## config.mk

```make
export PLATFORM = sky130hd
export DESIGN_NAME = road_lane_ctrl
export DESIGN_NICKNAME = d
export VERILOG_FILES = /design/src/rtl/road_lane_ctrl.sv
export SDC_FILE = /design/constraint.sdc
export NUM_CORES = 1
export LEC_CHECK = 0
export CAP_MARGIN = 20
export CORE_MARGIN = 4
export CORE_UTILIZATION = 55
export DETAILED_ROUTE_END_ITERATION = 10
export GPL_TIMING_DRIVEN = 0
export HOLD_SLACK_MARGIN = 0.02
export PLACE_DENSITY_LB_ADDON = 0.12
export SLEW_MARGIN = 30
export SYNTH_ARGS = -nofsm -noshare
export SYNTH_HDL_FRONTEND = slang
export SYNTH_SLANG_ARGS = --single-unit
export TNS_END_PERCENT = 10
```

## constraint.sdc

```tcl
create_clock -name i_Clk -period 4.55 [get_ports i_Clk]
set_input_delay 0.91 -clock i_Clk [delete_from_list [all_inputs] [get_ports i_Clk]]
set_output_delay 0.91 -clock i_Clk [all_outputs]
set_load 0.01 [all_outputs]
```

## src/rtl/road_lane_ctrl.sv

```systemverilog
// Road section of the Frogger grid: five rotating car lanes, frog collision
// detection and per-cell car occupancy for the renderer.
module road_lane_ctrl #(
  parameter int unsigned TICK_DIV  = 1250000,
  parameter int unsigned LANE_ROW0 = 8,
  parameter int unsigned P0        = 4,
  parameter int unsigned P1        = 3,
  parameter int unsigned P2        = 5,
  parameter int unsigned P3        = 2,
  parameter int unsigned P4        = 6,
  parameter logic [13:0] INIT0     = 14'h0C03,
  parameter logic [13:0] INIT1     = 14'h0330,
  parameter logic [13:0] INIT2     = 14'h1818,
  parameter logic [13:0] INIT3     = 14'h0606,
  parameter logic [13:0] INIT4     = 14'h2040
) (
  input  logic       i_Clk,
  input  logic       i_Rst_N,
  input  logic       i_Game_Active,
  input  logic [5:0] i_Frogger_X,
  input  logic [5:0] i_Frogger_Y,
  input  logic [5:0] i_Col_Count_Div,
  input  logic [5:0] i_Row_Count_Div,
  output logic       o_Collided,
  output logic       o_Car_Present,
  output logic       o_Tick,
  output logic [4:0] o_Lane_Shift
);

  localparam int unsigned NUM_LANES = 5;

  localparam logic [23:0] TICK_LAST = 24'(TICK_DIV - 1);
  localparam logic [5:0]  ROW_FIRST = 6'(LANE_ROW0);
  localparam logic [5:0]  ROW_LAST  = 6'(LANE_ROW0 + 4);
  localparam logic [5:0]  COL_LAST  = 6'd13;

  localparam logic [4:0][3:0] PERIOD_LAST = {
    4'(P4 - 1), 4'(P3 - 1), 4'(P2 - 1), 4'(P1 - 1), 4'(P0 - 1)
  };
  localparam logic [4:0][13:0] INIT_PAT = {INIT4, INIT3, INIT2, INIT1, INIT0};

  logic [23:0]       tick_cnt;
  logic              tick_due;
  logic [4:0][3:0]   lane_cnt;
  logic [4:0][13:0]  lane_pat;
  logic [4:0]        shift_due;
  logic              hit;
  logic              r_Hit_Prev;

  // Lane offset is only formed once the cell is known to be inside the road,
  // so the truncated 3-bit lane index is always 0..4.
  function automatic logic cell_occupied(input logic [4:0][13:0] pats,
                                         input logic [5:0]       col,
                                         input logic [5:0]       row);
    logic [2:0] lane;
    cell_occupied = 1'b0;
    if ((row >= ROW_FIRST) && (row <= ROW_LAST) && (col <= COL_LAST)) begin
      lane          = 3'(row - ROW_FIRST);
      cell_occupied = pats[lane][col[3:0]];
    end
  endfunction

  assign tick_due = i_Game_Active && (tick_cnt == TICK_LAST);

  always_comb begin
    shift_due = '0;
    for (int k = 0; k < NUM_LANES; k++) begin
      shift_due[k] = tick_due && (lane_cnt[k] == PERIOD_LAST[k]);
    end
  end

  assign hit = i_Game_Active && cell_occupied(lane_pat, i_Frogger_X, i_Frogger_Y);

  always_ff @(posedge i_Clk or negedge i_Rst_N) begin
    if (!i_Rst_N) begin
      tick_cnt <= '0;
      o_Tick   <= 1'b0;
    end else begin
      o_Tick <= tick_due;
      if (i_Game_Active) begin
        tick_cnt <= tick_due ? '0 : tick_cnt + 24'd1;
      end
    end
  end

  // Even lanes travel toward higher columns, odd lanes toward lower ones.
  always_ff @(posedge i_Clk or negedge i_Rst_N) begin
    if (!i_Rst_N) begin
      lane_cnt     <= '0;
      lane_pat     <= INIT_PAT;
      o_Lane_Shift <= '0;
    end else begin
      o_Lane_Shift <= shift_due;
      if (tick_due) begin
        for (int k = 0; k < NUM_LANES; k++) begin
          if (shift_due[k]) begin
            lane_cnt[k] <= '0;
            if ((k % 2) == 0) begin
              lane_pat[k] <= {lane_pat[k][12:0], lane_pat[k][13]};
            end else begin
              lane_pat[k] <= {lane_pat[k][0], lane_pat[k][13:1]};
            end
          end else begin
            lane_cnt[k] <= lane_cnt[k] + 4'd1;
          end
        end
      end
    end
  end

  // Rising edge of the hit condition gives one pulse per entry into a car cell.
  always_ff @(posedge i_Clk or negedge i_Rst_N) begin
    if (!i_Rst_N) begin
      r_Hit_Prev    <= 1'b0;
      o_Collided    <= 1'b0;
      o_Car_Present <= 1'b0;
    end else begin
      r_Hit_Prev    <= hit;
      o_Collided    <= hit & ~r_Hit_Prev;
      o_Car_Present <= cell_occupied(lane_pat, i_Col_Count_Div, i_Row_Count_Div);
    end
  end

endmodule

```

Word level (Yosys, flattened, before mapping)
Cells that the tools add are included.

word-level totals
  register bits = 123
  input port bits = 27
  output and inout port bits = 8

cells by class
  add/sub/neg operators = 8
  $lt $le $gt $ge = 10
  eq/ne operators = 6
  multiplexer cells = 16
  bitwise gates (word level) = 2
  reduce and logical (&&, ||, !) cells = 16

operators by type and width
  kind                                                               count
  binary-select mux 14 bit (select 3 bit)                            2
  2-to-1 mux 14 bit                                                  2
  adder 24 x 1 -> 24 bit, second input constant                      1
  == test 24 x 21 -> 1 bit, second input constant                    1
  less-or-equal comparator 6 x 4 -> 1 bit, second input constant     4
  2-to-1 mux 24 bit                                                  1
  adder 4 x 1 -> 4 bit, second input constant                        5
  2-to-1 mux 4 bit                                                   5
  greater-or-equal comparator 6 x 4 -> 1 bit, second input constant  2
  logical AND 1 bit                                                  11
  less-than comparator 4 x 5 -> 1 bit, second input constant         2
  AND reduction 2 bit                                                5
  binary-select mux 1 bit (select 4 bit)                             2
  == test 4 x 2 -> 1 bit, second input constant                      2
  == test 4 x 3 -> 1 bit, second input constant                      2
  less-than comparator 3 x 4 -> 1 bit, second input constant         2
  subtractor 3 x 1 -> 3 bit, second input constant                   2
  == test 4 x 1 -> 1 bit, second input constant                      1
  2-to-1 mux 1 bit                                                   4
  bitwise AND 1 bit                                                  1
  NOT 1 bit                                                          1

Longest topological paths before layout
Gate-level depths: netlist of run 1.

  word-level depth = 8
  mapped depth = 8

Worst setup path after synthesis of run 1
Ideal clock, no wire load.

  kind = in2reg
  from = input i_Game_Active
  to = register lane_pat[12] (netlist bit)
  library setup time = 125 ps
  arrival = 2682 ps
  path slack = 1743 ps
  cell stages on the path = 8
  buffers on the path = 3
  cells stage by stage = buf_2 and4_1 nand3_1 or3_1 buf_6 nor4b_4 buf_6 mux2_2

between the ends
  word-level cells in the longest chain between the ends = 3

RTL lines
  item                                      RTL line  RTL
  start, declared                           19        input logic i_Game_Active,
  logical AND 1 bit (*)                     63        assign tick_due = i_Game_Active && (tick_cnt == TICK_LAST);
  logical AND 1 bit                         68        shift_due[k] = tick_due && (lane_cnt[k] == PERIOD_LAST[k]);
  AND reduction 2 bit (no source line) (*)  --
  end signal, assigned by index             99        lane_pat[k] <= {lane_pat[k][12:0], lane_pat[k][13]};
  end signal, assigned by index             101       lane_pat[k] <= {lane_pat[k][0], lane_pat[k][13:1]};
  end, declared                             45        logic [4:0][13:0] lane_pat;

Every way passes the cells marked *; elsewhere a longest branch is shown, timed or not.
A chain may end at the register's enable or synchronous reset.

Final worst setup path of run 1
  from = input i_Frogger_Y[0]
  to = register o_Collided

between the ends
  word-level cells in the longest chain between the ends = 8
  elaborated cells between the ends (all ways) = 12

RTL lines
  item                                     RTL line  RTL
  start, declared                          21        input logic [5:0] i_Frogger_Y,
  subtractor 3 x 1 -> 3 bit                58        lane = 3'(row - ROW_FIRST);
  binary-select mux 14 bit (select 3 bit)  59        cell_occupied = pats[lane][col[3:0]];
  2-to-1 mux 14 bit (implied by the code)  59
  binary-select mux 1 bit (select 4 bit)   59
  2-to-1 mux 1 bit (implied by the code)   59
  2-to-1 mux 1 bit (*)                     57        if ((row >= ROW_FIRST) && (row <= ROW_LAST) && (col <= COL_LAST)) begin
  logical AND 1 bit (*)                    72        assign hit = i_Game_Active && cell_occupied(lane_pat, i_Frogger_X, i_Frogger_Y);
  bitwise AND 1 bit (*)                    119       o_Collided <= hit & ~r_Hit_Prev;
  end signal, assigned                     119
  end, declared                            24        output logic o_Collided,

Every way passes the cells marked *; elsewhere a longest branch is shown, timed or not. The select of a mux whose other input is x is not followed.

==> results of run 1 <==
-- layer usage --
metal  track usage (%)  share of wire [%]
met3             5.855                4.9
met4             9.633                2.8
met2             37.83                 50
met1             28.81                 42
met5                 0                  0
-- cells by family (layout without fill, tap and decap cells) --
| logic type | count (synthesis) | count (layout) |
|---|---|---|
| simple gates | 143 | 143 |
| mux | 124 | 124 |
| flops | 123 | 123 |
| compound gates | 58 | 58 |
| buf+inv | 49 | 109 |
| xor+xnor | 26 | 26 |
| fa+ha+maj | 10 | 10 |
-- worst paths after layout --
check | start | end | slack [ns]
worst max-delay path | i_Frogger_Y[0] | o_Collided | 1.60
worst min-delay path | i_Rst_N | lane_pat[63] | 0.39
worst max register to register | tick_cnt[21] | lane_pat[60] | 1.82
worst min register to register | r_Hit_Prev | o_Collided | 0.44
max in group asynchronous | i_Rst_N | lane_pat[0] | 3.45
min in group i_Clk | r_Hit_Prev | o_Collided | 0.44
-- cell type report --
cell class / instances / area, um^2
multi-input combinational: 361 / 3164
clock inverter: 10 / 142.6
fill: 896 / 3902
timing repair buffer: 28 / 302.8
inverter: 19 / 71.32
sequential: 123 / 3100
clock buffer: 22 / 454.2
buffer: 30 / 150.1
tap: 143 / 178.9
-- Yosys cell counts, types with 3 or more instances --
cell type,count
nand2b_1,6
o21ai_0,11
buf_2,9
xor2_1,11
nor3_1,11
and3_1,11
or3_1,4
nor2b_1,5
buf_1,3
buf_4,3
nor2_1,27
mux4_2,22
a211o_1,3
nor3b_1,3
a211oi_1,5
a31oi_1,5
ha_1,10
nand3_1,14
clkbuf_1,13
o21a_1,3
dfstp_2,18
inv_1,19
mux2i_1,23
nand3b_1,5
nand4_1,13
mux2_2,79
a21oi_1,11
nor4_1,6
nand2_1,26
dfrtp_1,105
xnor2_1,15
-- state kept, by name (all words and copies together), names as in the netlist --
| register | cells |
|---|---|
| r_Hit_Prev | 1 |
| o_Lane_Shift | 5 |
| tick_cnt | 24 |
| o_Collided | 1 |
| o_Car_Present | 1 |
| lane_pat | 70 |
| lane_cnt | 20 |
| o_Tick | 1 |
-- worst max-delay path, cell delays in order --
cell,delay (ns)
clkdlybuf4s50_1,0.57
buf_2,0.33
buf_2,0.29
mux4_2,0.36
a311oi_1,0.32
o221ai_1,0.20
a211oi_1,0.26
-- stage by stage --
step / cells / setup TNS (ns) / setup WS, ns / util (%) / area, um^2
4_1_cts: 736 / 0 / 1.587 / 65.97 / 7565
6_report: 736 / 0 / 1.602 / 65.97 / 7565
3_5_place_dp: 704 / 0 / 1.162 / 60.76 / 6968
5_1_grt: 736 / 0 / 1.504 / 65.97 / 7565
3_3_place_gp: 703 / -230.55 / -2.099 / 60.48 / 6935
2_1_floorplan: 533 / 0 / 1.743 / - / 6486
-- report_power, final --
part	internal, uW	switching [uW]	total [uW]	leakage, uW
Sequential	1120	27.9	1150	0.00162
Combinational	69.8	97.7	167	0.00152
Clock	875	480	1360	0.000277
Total	2070	606	2670	0.00342
==> impl_metrics.env, run 1 <==
export IMPL_syn2layout_area_growth_pct=16.63
export IMPL_maxCapViolations=0
export IMPL_synth_area_leaders="dfrtp_1, mux2_2, mux4_2, dfstp_2, mux2i_1"
export IMPL_worstRegToRegCells=7
export IMPL_grt_pass1_wl_um=23690
export IMPL_synth_cell_types=56
export IMPL_hold_path_class="primary input to async pin"
export IMPL_ctsResizeCount=0
export IMPL_ir_drop_uv=432.4
export IMPL_synth_flop_cell="dfrtp_1"
export IMPL_endpoint_kind="flip-flop"
export IMPL_synth_cells=533
export IMPL_synth_seq_cells=123
export IMPL_antenna_found_initial=0
export IMPL_fin_nets=617
export IMPL_die_area_um2=13590
export IMPL_mostFrequentLayoutCell="dfrtp_1"
export IMPL_core_um2=11470
export IMPL_start_util_pct=56.56
export IMPL_antenna_left=0
export IMPL_fmax_mhz=339.2
export IMPL_htree_levels=4
export IMPL_p_leak_uw=0.003421
export IMPL_numCtsBuffers=17
export IMPL_dr_pass1_iters=4
export IMPL_yosys_warnings=0
export IMPL_synth_xor_area_share_pct=3.511
export IMPL_portBuffers=27
export IMPL_report_power_total_uw=2672
export IMPL_syn_nets=570
export IMPL_synthMuxAreaShare_pct=24.90
export IMPL_final_cell_mix="dfrtp_1, mux2_2, nor2_1, nand2_1, clkdlybuf4s50_1"
export IMPL_synth_simple_area_share_pct=12.15
export IMPL_layout_drive_gt1_share_pct=27.99
export IMPL_finalMaxSlewViolations=0
export IMPL_dp_hpwl_um=10320
export IMPL_synth_top_cell_by_area="dfrtp_1"
export IMPL_clock_sinks=123
export IMPL_cts_setup_buffers=0
export IMPL_setup_viol=0
export IMPL_path_class="primary input to flip-flop"
export IMPL_drt_initial_drc_count=376
export IMPL_clk_pin_slew_ns=0.05
export IMPL_grt_max_degree=73
export IMPL_period_minus_slack_ns=2.948
export IMPL_ys_seq_area_share_pct=47.80
export IMPL_overflow=0
export IMPL_status="complete, no violations"
export IMPL_rows=39
export IMPL_cts_root_buf="clkbuf_16"
export IMPL_routabilityCongestion=0.8877
export IMPL_post_route_period_util_pct=64.79
export IMPL_via_count=4489
export IMPL_synth_top_family_by_area="multiplexers"
export IMPL_clk_insertion_delay_late_ns=0.41
export IMPL_drc=0
export IMPL_finalHoldViolations=0
export IMPL_yosys_area_share_adder_pct=1.929
export IMPL_viasPerCell=6.099
export IMPL_die_y_um=116.6
export IMPL_cts_buffer_depth=2
export IMPL_cp_data_arrival_time_ns=3.25
export IMPL_grt_usage_pct=22.90
export IMPL_cts_hold_buffers=0
export IMPL_p_per_area_nw_per_um2=353.3
export IMPL_wl_per_cell_um=19.45
export IMPL_finClkSkew_ns=0.005422
export IMPL_synth_edf_count=0
export IMPL_slew_headroom_pct=48.98
export IMPL_crit_path_start_kind="primary input"
export IMPL_die_w_um=116.6
export IMPL_syn_area_um2=6486
export IMPL_cts_tree="built"
export IMPL_synth_top_area_share_pct=40.51
export IMPL_crit_fanout=10
export IMPL_cp_required_ns=4.85
export IMPL_drt_wl_total_um=14320
export IMPL_syn_avg_cell_area_um2=12.17
export IMPL_antenna_cells=0
export IMPL_synth_compound_area_share_pct=6.289
export IMPL_worst_slew_pin_slew_ns=0.7595
export IMPL_async_flop_share_pct=100.0
export IMPL_grt_pass1_vias=4664
export IMPL_hold_slack_ns=0.3903
export IMPL_rsz0062_at_grt="no"
export IMPL_num_io_pins=35
(Power assumes the default switching activity.)
==> inputs of run 2 (changes only) <==
--- a/config.mk
+++ b/config.mk
@@ -7,7 +7,7 @@
 export LEC_CHECK = 0
 export CAP_MARGIN = 20
 export CORE_MARGIN = 4
-export CORE_UTILIZATION = 55
+export CORE_UTILIZATION = 54
 export DETAILED_ROUTE_END_ITERATION = 10
 export GPL_TIMING_DRIVEN = 0
 export HOLD_SLACK_MARGIN = 0.02
==> constraint.sdc (replaced) <==
create_clock -name i_Clk -period 2.6 [get_ports i_Clk]
set_input_delay 0.52 -clock i_Clk [delete_from_list [all_inputs] [get_ports i_Clk]]
set_output_delay 0.52 -clock i_Clk [all_outputs]
set_load 0.01 [all_outputs]
==> run 2 against run 1 <==
Routed wire length increased by 0.70%. Count of clock-buffer cells in the layout increased by 1. Largest cell class unchanged. Sequential cell count unchanged. Critical path depth unchanged. Via count increased by 0.31%. Clock skew about the same. Worst setup slack got worse by 1.6 ns. Hold slack improved by 0.0096 ns. First-iteration DRC count decreased by 16%.
==> impl_metrics.env, run 2 (same netlist as run 1, synthesis figures left out) <==
export IMPL_status="complete, no violations"
export IMPL_cp_data_arrival_time_ns=2.86
export IMPL_fin_tns_setup_ns=0
export IMPL_wl_per_cell_um=19.56
export IMPL_portBuffers=27
export IMPL_slew_headroom_pct=44.74
export IMPL_syn2layout_area_growth_pct=17.30
export IMPL_rsz0062_at_grt="yes"
export IMPL_path_class="flip-flop to flip-flop"
export IMPL_num_io_pins=35
export IMPL_final_area_um2=7609
export IMPL_numCtsBuffers=17
export IMPL_grt_pass1_wl_um=23790
export IMPL_largest_registers="lane_pat: 70 flops, tick_cnt: 24 flops, lane_cnt: 20 flops"
export IMPL_path_cells="nor4b_2 > nand3_1 > or3_4 > buf_6 > nor4b_4 > buf_6 > mux2_2"
export IMPL_finalMaxSlewViolations=0
export IMPL_cts_root_buf="clkbuf_16"
export IMPL_max_stage_delay_ns=0.42
export IMPL_fin_nets=618
export IMPL_endpoint_kind="flip-flop"
export IMPL_worst_slew_pin_slew_ns=0.8226
export IMPL_setup_viol=0
export IMPL_maxCapViolations=0
export IMPL_crit_path_start_kind="flip-flop"
export IMPL_antenna_cells=0
export IMPL_drt_initial_drc_count=316
export IMPL_p_leak_uw=0.003436
export IMPL_drc=0
export IMPL_via_count=4503
export IMPL_clock_sinks=123
export IMPL_fmax_mhz=390.5
export IMPL_dr_pass1_iters=5
export IMPL_cp_required_ns=2.90
export IMPL_crit_fanout=10
export IMPL_clk_pin_slew_ns=0.05
export IMPL_grt_max_degree=76
export IMPL_core_um2=11560
export IMPL_grt_pass1_vias=4660
export IMPL_die_w_um=117.6
export IMPL_r2r_end="lane_pat[9]"
export IMPL_r2r_start="tick_cnt[22]"
export IMPL_min_path_cells=2
export IMPL_die_area_um2=13830
export IMPL_cp_slowest_cell="or3_4"
export IMPL_viasPerCell=6.110
export IMPL_cts_setup_buffers=0
export IMPL_regMostFlops="lane_pat"
export IMPL_antenna_found_initial=0
export IMPL_largest_reg_flops=70
export IMPL_mostFrequentLayoutCell="dfrtp_1"
export IMPL_hold_slack_ns=0.3998
export IMPL_grt_usage_pct=21.89
export IMPL_worstRegToRegCells=7
export IMPL_worst_path_most_repeated_cell="buf_6"
export IMPL_die_y_um=117.6
export IMPL_clk_insertion_delay_late_ns=0.42
export IMPL_dp_hpwl_um=10300
export IMPL_multiInputGateArea_um2=3177
export IMPL_finClkSkew_ns=0.005250
export IMPL_placed_cell_area_um2=6968
export IMPL_hold_path_class="primary input to flip-flop"
export IMPL_routabilityCongestion=0.8928
export IMPL_rrSetupSlack_ns=0.04
export IMPL_period_minus_slack_ns=2.561
export IMPL_overflow=0
export IMPL_htree_levels=4
export IMPL_endpoint="lane_pat[9]"
export IMPL_cts_buffer_depth=2
export IMPL_ir_drop_uv=453.8
export IMPL_p_per_area_nw_per_um2=621.3
export IMPL_final_fill_count=883
export IMPL_rows=39
export IMPL_critPathLaunch="tick_cnt[22]"
export IMPL_post_route_period_util_pct=98.49
export IMPL_cts_tree="built"
export IMPL_finalHoldViolations=0
export IMPL_layout_drive_gt1_share_pct=28.79
export IMPL_final_cell_mix="dfrtp_1, mux2_2, nand2_1, nor2_1, clkdlybuf4s50_1"
export IMPL_seq_area_um2=3100
export IMPL_drt_wl_total_um=14420
export IMPL_start_util_pct=56.09
export IMPL_antenna_left=0
[run 2: per-stage QoR]
step | util [%] | std cells | power (uW) | worst slack (ns)
floorplan | - | 533 | 2206 | 0.1833
detailed placement | 60.25 | 704 | 2336 | -0.3780
global route | 65.79 | 737 | 4916 | -0.07361
finish | 65.79 | 737 | 4727 | 0.03934
global placement | 59.97 | 703 | 2322 | -3.591
CTS | 65.67 | 737 | 4771 | 0.01425
[run 2: per-layer routing]
metal / wire length (um) / track usage, % / vias to the layer above
met5: 0 / 0 / -
met4: 170 / 7.619 / 0
met3: 715 / 6.391 / 15
met2: 7264 / 36.31 / 125
met1: 6266 / 27.55 / 2295
li1: - / - / 2068
[run 2: worst min-delay path by stage]
stage / endpoint / start / slack (ns)
after global placement: o_Collided / r_Hit_Prev / 0.41
after detailed placement: o_Collided / r_Hit_Prev / 0.40
after CTS: tick_cnt[1] / i_Game_Active / 0.39
after floorplan: lane_cnt[0] / i_Rst_N / 0.22
after global routing: tick_cnt[1] / i_Game_Active / 0.39
final: tick_cnt[1] / i_Game_Active / 0.40
[run 2: repair_timing]
action,CTS,global route
pin swaps,1,1
resized for setup,1,5
hold buffers,1,0
setup endpoints to repair,14,62
endpoints found under the hold margin,39,0
[run 2: power by group]
group	internal, uW	switching [uW]
Sequential	1960	47.6
Clock	1580	833
Combinational	124	175
[run 2: critical path: cells and delay by family, from the launching register on]
family / cells / cell delay, ns
DFF: 1 / 0.41
muxes: 1 / 0.34
buffers and inverters: 2 / 0.37
and+or+nand+nor: 4 / 1.30
[run 2: layout make-up]
cell class / instances / area share [%]
clock inverter: 9 / 1.792
tap: 143 / 2.352
sequential: 123 / 40.75
buffer: 30 / 2.023
clock buffer: 23 / 6.282
multi-input combinational: 361 / 41.75
inverter: 19 / 0.9373
timing repair buffer: 29 / 4.111
==> inputs of run 3 (changes only) <==
--- a/config.mk
+++ b/config.mk
@@ -11,7 +11,8 @@
 export DETAILED_ROUTE_END_ITERATION = 10
 export GPL_TIMING_DRIVEN = 0
 export HOLD_SLACK_MARGIN = 0.02
-export PLACE_DENSITY_LB_ADDON = 0.12
+export PLACE_DENSITY = 0.76
+export REMOVE_ABC_BUFFERS = 1
 export SLEW_MARGIN = 30
 export SYNTH_ARGS = -nofsm -noshare
 export SYNTH_HDL_FRONTEND = slang
==> run 3 against run 2 <==
Design area is 0.43% lower. Clock power shrank 5%. Via count shrank 0.49%. Largest cell class unchanged.
==> impl_metrics.env, run 3 (same netlist as run 1, synthesis figures left out) <==
export IMPL_setup_viol=0
export IMPL_hold_path_class="flip-flop to flip-flop"
export IMPL_clk_pin_slew_ns=0.05
export IMPL_start_util_pct=56.09
export IMPL_cp_required_ns=2.92
export IMPL_routabilityCongestion=0.7956
export IMPL_slew_headroom_pct=49.31
export IMPL_worst_slew_pin_slew_ns=0.7546
export IMPL_cts_buffer_depth=2
export IMPL_cts_tree="built"
export IMPL_num_io_pins=35
export IMPL_cp_slowest_cell="clkdlybuf4s50_1"
export IMPL_cts_root_buf="clkbuf_16"
export IMPL_placed_cell_area_um2=6905
export IMPL_status="complete, no violations"
export IMPL_r2r_end="lane_pat[8]"
export IMPL_layout_drive_gt1_share_pct=29.12
export IMPL_holdPathEnd="o_Collided"
export IMPL_antenna_cells=0
export IMPL_fin_tns_setup_ns=0
export IMPL_crit_path_start_kind="primary input"
export IMPL_die_w_um=117.6
export IMPL_path_class="primary input to flip-flop"
export IMPL_crit_fanout=11
export IMPL_fmax_mhz=402.2
export IMPL_final_setup_worst_slack_ns=0.1136
export IMPL_grt_max_degree=92
export IMPL_hp_start="r_Hit_Prev"
export IMPL_dp_hpwl_um=9326
export IMPL_grt_usage_pct=21.37
export IMPL_core_um2=11560
export IMPL_rows=39
export IMPL_drt_initial_drc_count=337
export IMPL_r2r_start="tick_cnt[0]"
export IMPL_drt_wl_total_um=13940
export IMPL_worstRegToRegCells=7
export IMPL_wl_per_cell_um=19.36
export IMPL_grt_pass1_vias=4691
export IMPL_max_stage_delay_ns=0.62
export IMPL_numCtsBuffers=17
export IMPL_portBuffers=34
export IMPL_clk_insertion_delay_late_ns=0.42
export IMPL_clock_sinks=123
export IMPL_final_area_um2=7576
export IMPL_path_cells="clkdlybuf4s50_1 > inv_1 > mux4_2 > a311oi_1 > o221ai_1 > a211oi_1"
export IMPL_ir_drop_uv=527.4
export IMPL_rrSetupSlack_ns=0.16
export IMPL_syn2layout_area_growth_pct=16.80
export IMPL_overflow=0
export IMPL_finClkSkew_ns=0.01019
export IMPL_antenna_left=0
export IMPL_largest_registers="lane_pat: 70 flops, tick_cnt: 24 flops, lane_cnt: 20 flops"
export IMPL_finalHoldViolations=0
export IMPL_cp_data_arrival_time_ns=2.80
export IMPL_post_place_ws_ns=-1.017
export IMPL_mostFrequentLayoutCell="dfrtp_1"
export IMPL_die_y_um=117.6
export IMPL_final_util_pct=65.51
export IMPL_report_power_total_uw=4600
export IMPL_period_minus_slack_ns=2.486
export IMPL_min_path_cells=1
export IMPL_rsz0062_at_grt="no"
export IMPL_htree_levels=4
export IMPL_largest_reg_flops=70
export IMPL_dr_pass1_iters=4
export IMPL_p_per_area_nw_per_um2=607.2
export IMPL_antenna_found_initial=0
export IMPL_final_fill_count=866
export IMPL_regMostFlops="lane_pat"
export IMPL_p_leak_uw=0.003434
export IMPL_fin_nets=602
export IMPL_die_area_um2=13830
export IMPL_endpoint_kind="flip-flop"
export IMPL_final_cell_mix="dfrtp_1, mux2_2, clkdlybuf4s50_1, nand2_1, nor2_1"
export IMPL_post_route_period_util_pct=95.63
export IMPL_grt_pass1_wl_um=23820
export IMPL_maxCapViolations=0
export IMPL_finalMaxSlewViolations=0
export IMPL_viasPerCell=6.224
export IMPL_via_count=4481
export IMPL_drc=0
run 3: cell count changes in the layout (fill, tap and decap cells not counted), sizes merged:
cell,before,now
dlymetal6s2s,0,1
buf,18,13
inv,20,19
clkbuf,37,24
bufinv,3,2
clkinvlp,5,3
clkdlybuf4s50,26,28
clkinv,0,2
run 3: layer usage:
layer | global-route usage [%] | vias to the layer above | wire [um]
met5 | 0 | - | 0
met4 | 7.473 | 0 | 257
met3 | 6.055 | 21 | 718
met2 | 35.37 | 138 | 6915
met1 | 27.09 | 2290 | 6045
li1 | - | 2032 | -
run 3: where the power goes:
part	internal, uW	switching (uW)	total [uW]	leakage [uW]
logic	122	172	294	0.00154
clock network	1480	814	2290	0.000272
registers	1960	52.4	2020	0.00162
total	3560	1040	4600	0.00343
run 3: area by class of cell:
cell class              instances  area (um^2)  share of cell area, %
clock buffers                  24        481.7                  6.358
clock inverters                 7        92.59                  1.222
inverters                      19        71.32                 0.9414
multi-input cells             361         3208                  42.35
flip-flops and latches        123         3100                  40.92
well taps                     143        178.9                  2.362
repair buffers                 43        442.9                  5.846
run 3: critical path, delay by kind of cell:
kind / cells / cell delay, ns
buffers and inverters: 2 / 0.99
muxes: 1 / 0.57
AOI/OAI and AO/OA: 3 / 0.71
run 3: metrics by stage:
stage          cells  hold slack (ns)
2_1_floorplan    503           0.2244
3_3_place_gp     680           0.3997
3_5_place_dp     684           0.3997
4_1_cts          718           0.4105
5_1_grt          720           0.4370
6_report         720           0.4103
run 3: what timing repair did:
item / 4_1_cts / 5_1_grt
pin swaps: 2 / 1
buffers inserted: 2 / 2
hold endpoints to repair: 24 / 0
gates resized for setup: 8 / 2
hold buffers: 1 / 0
endpoints found under the setup margin: 70 / 22
run 3: worst max-delay path by stage:
stage | from | slack, ns | end
final | i_Frogger_X[1] | 0.11 | o_Collided
after global routing | tick_cnt[1] | 0.06 | lane_pat[8]
after CTS | i_Game_Active | 0.04 | lane_pat[29]
after detailed placement | i_Game_Active | -1.02 | lane_pat[17]
after global placement | i_Rst_N | -3.57 | tick_cnt[17]
after floorplan | tick_cnt[21] | -1.00 | lane_pat[29]
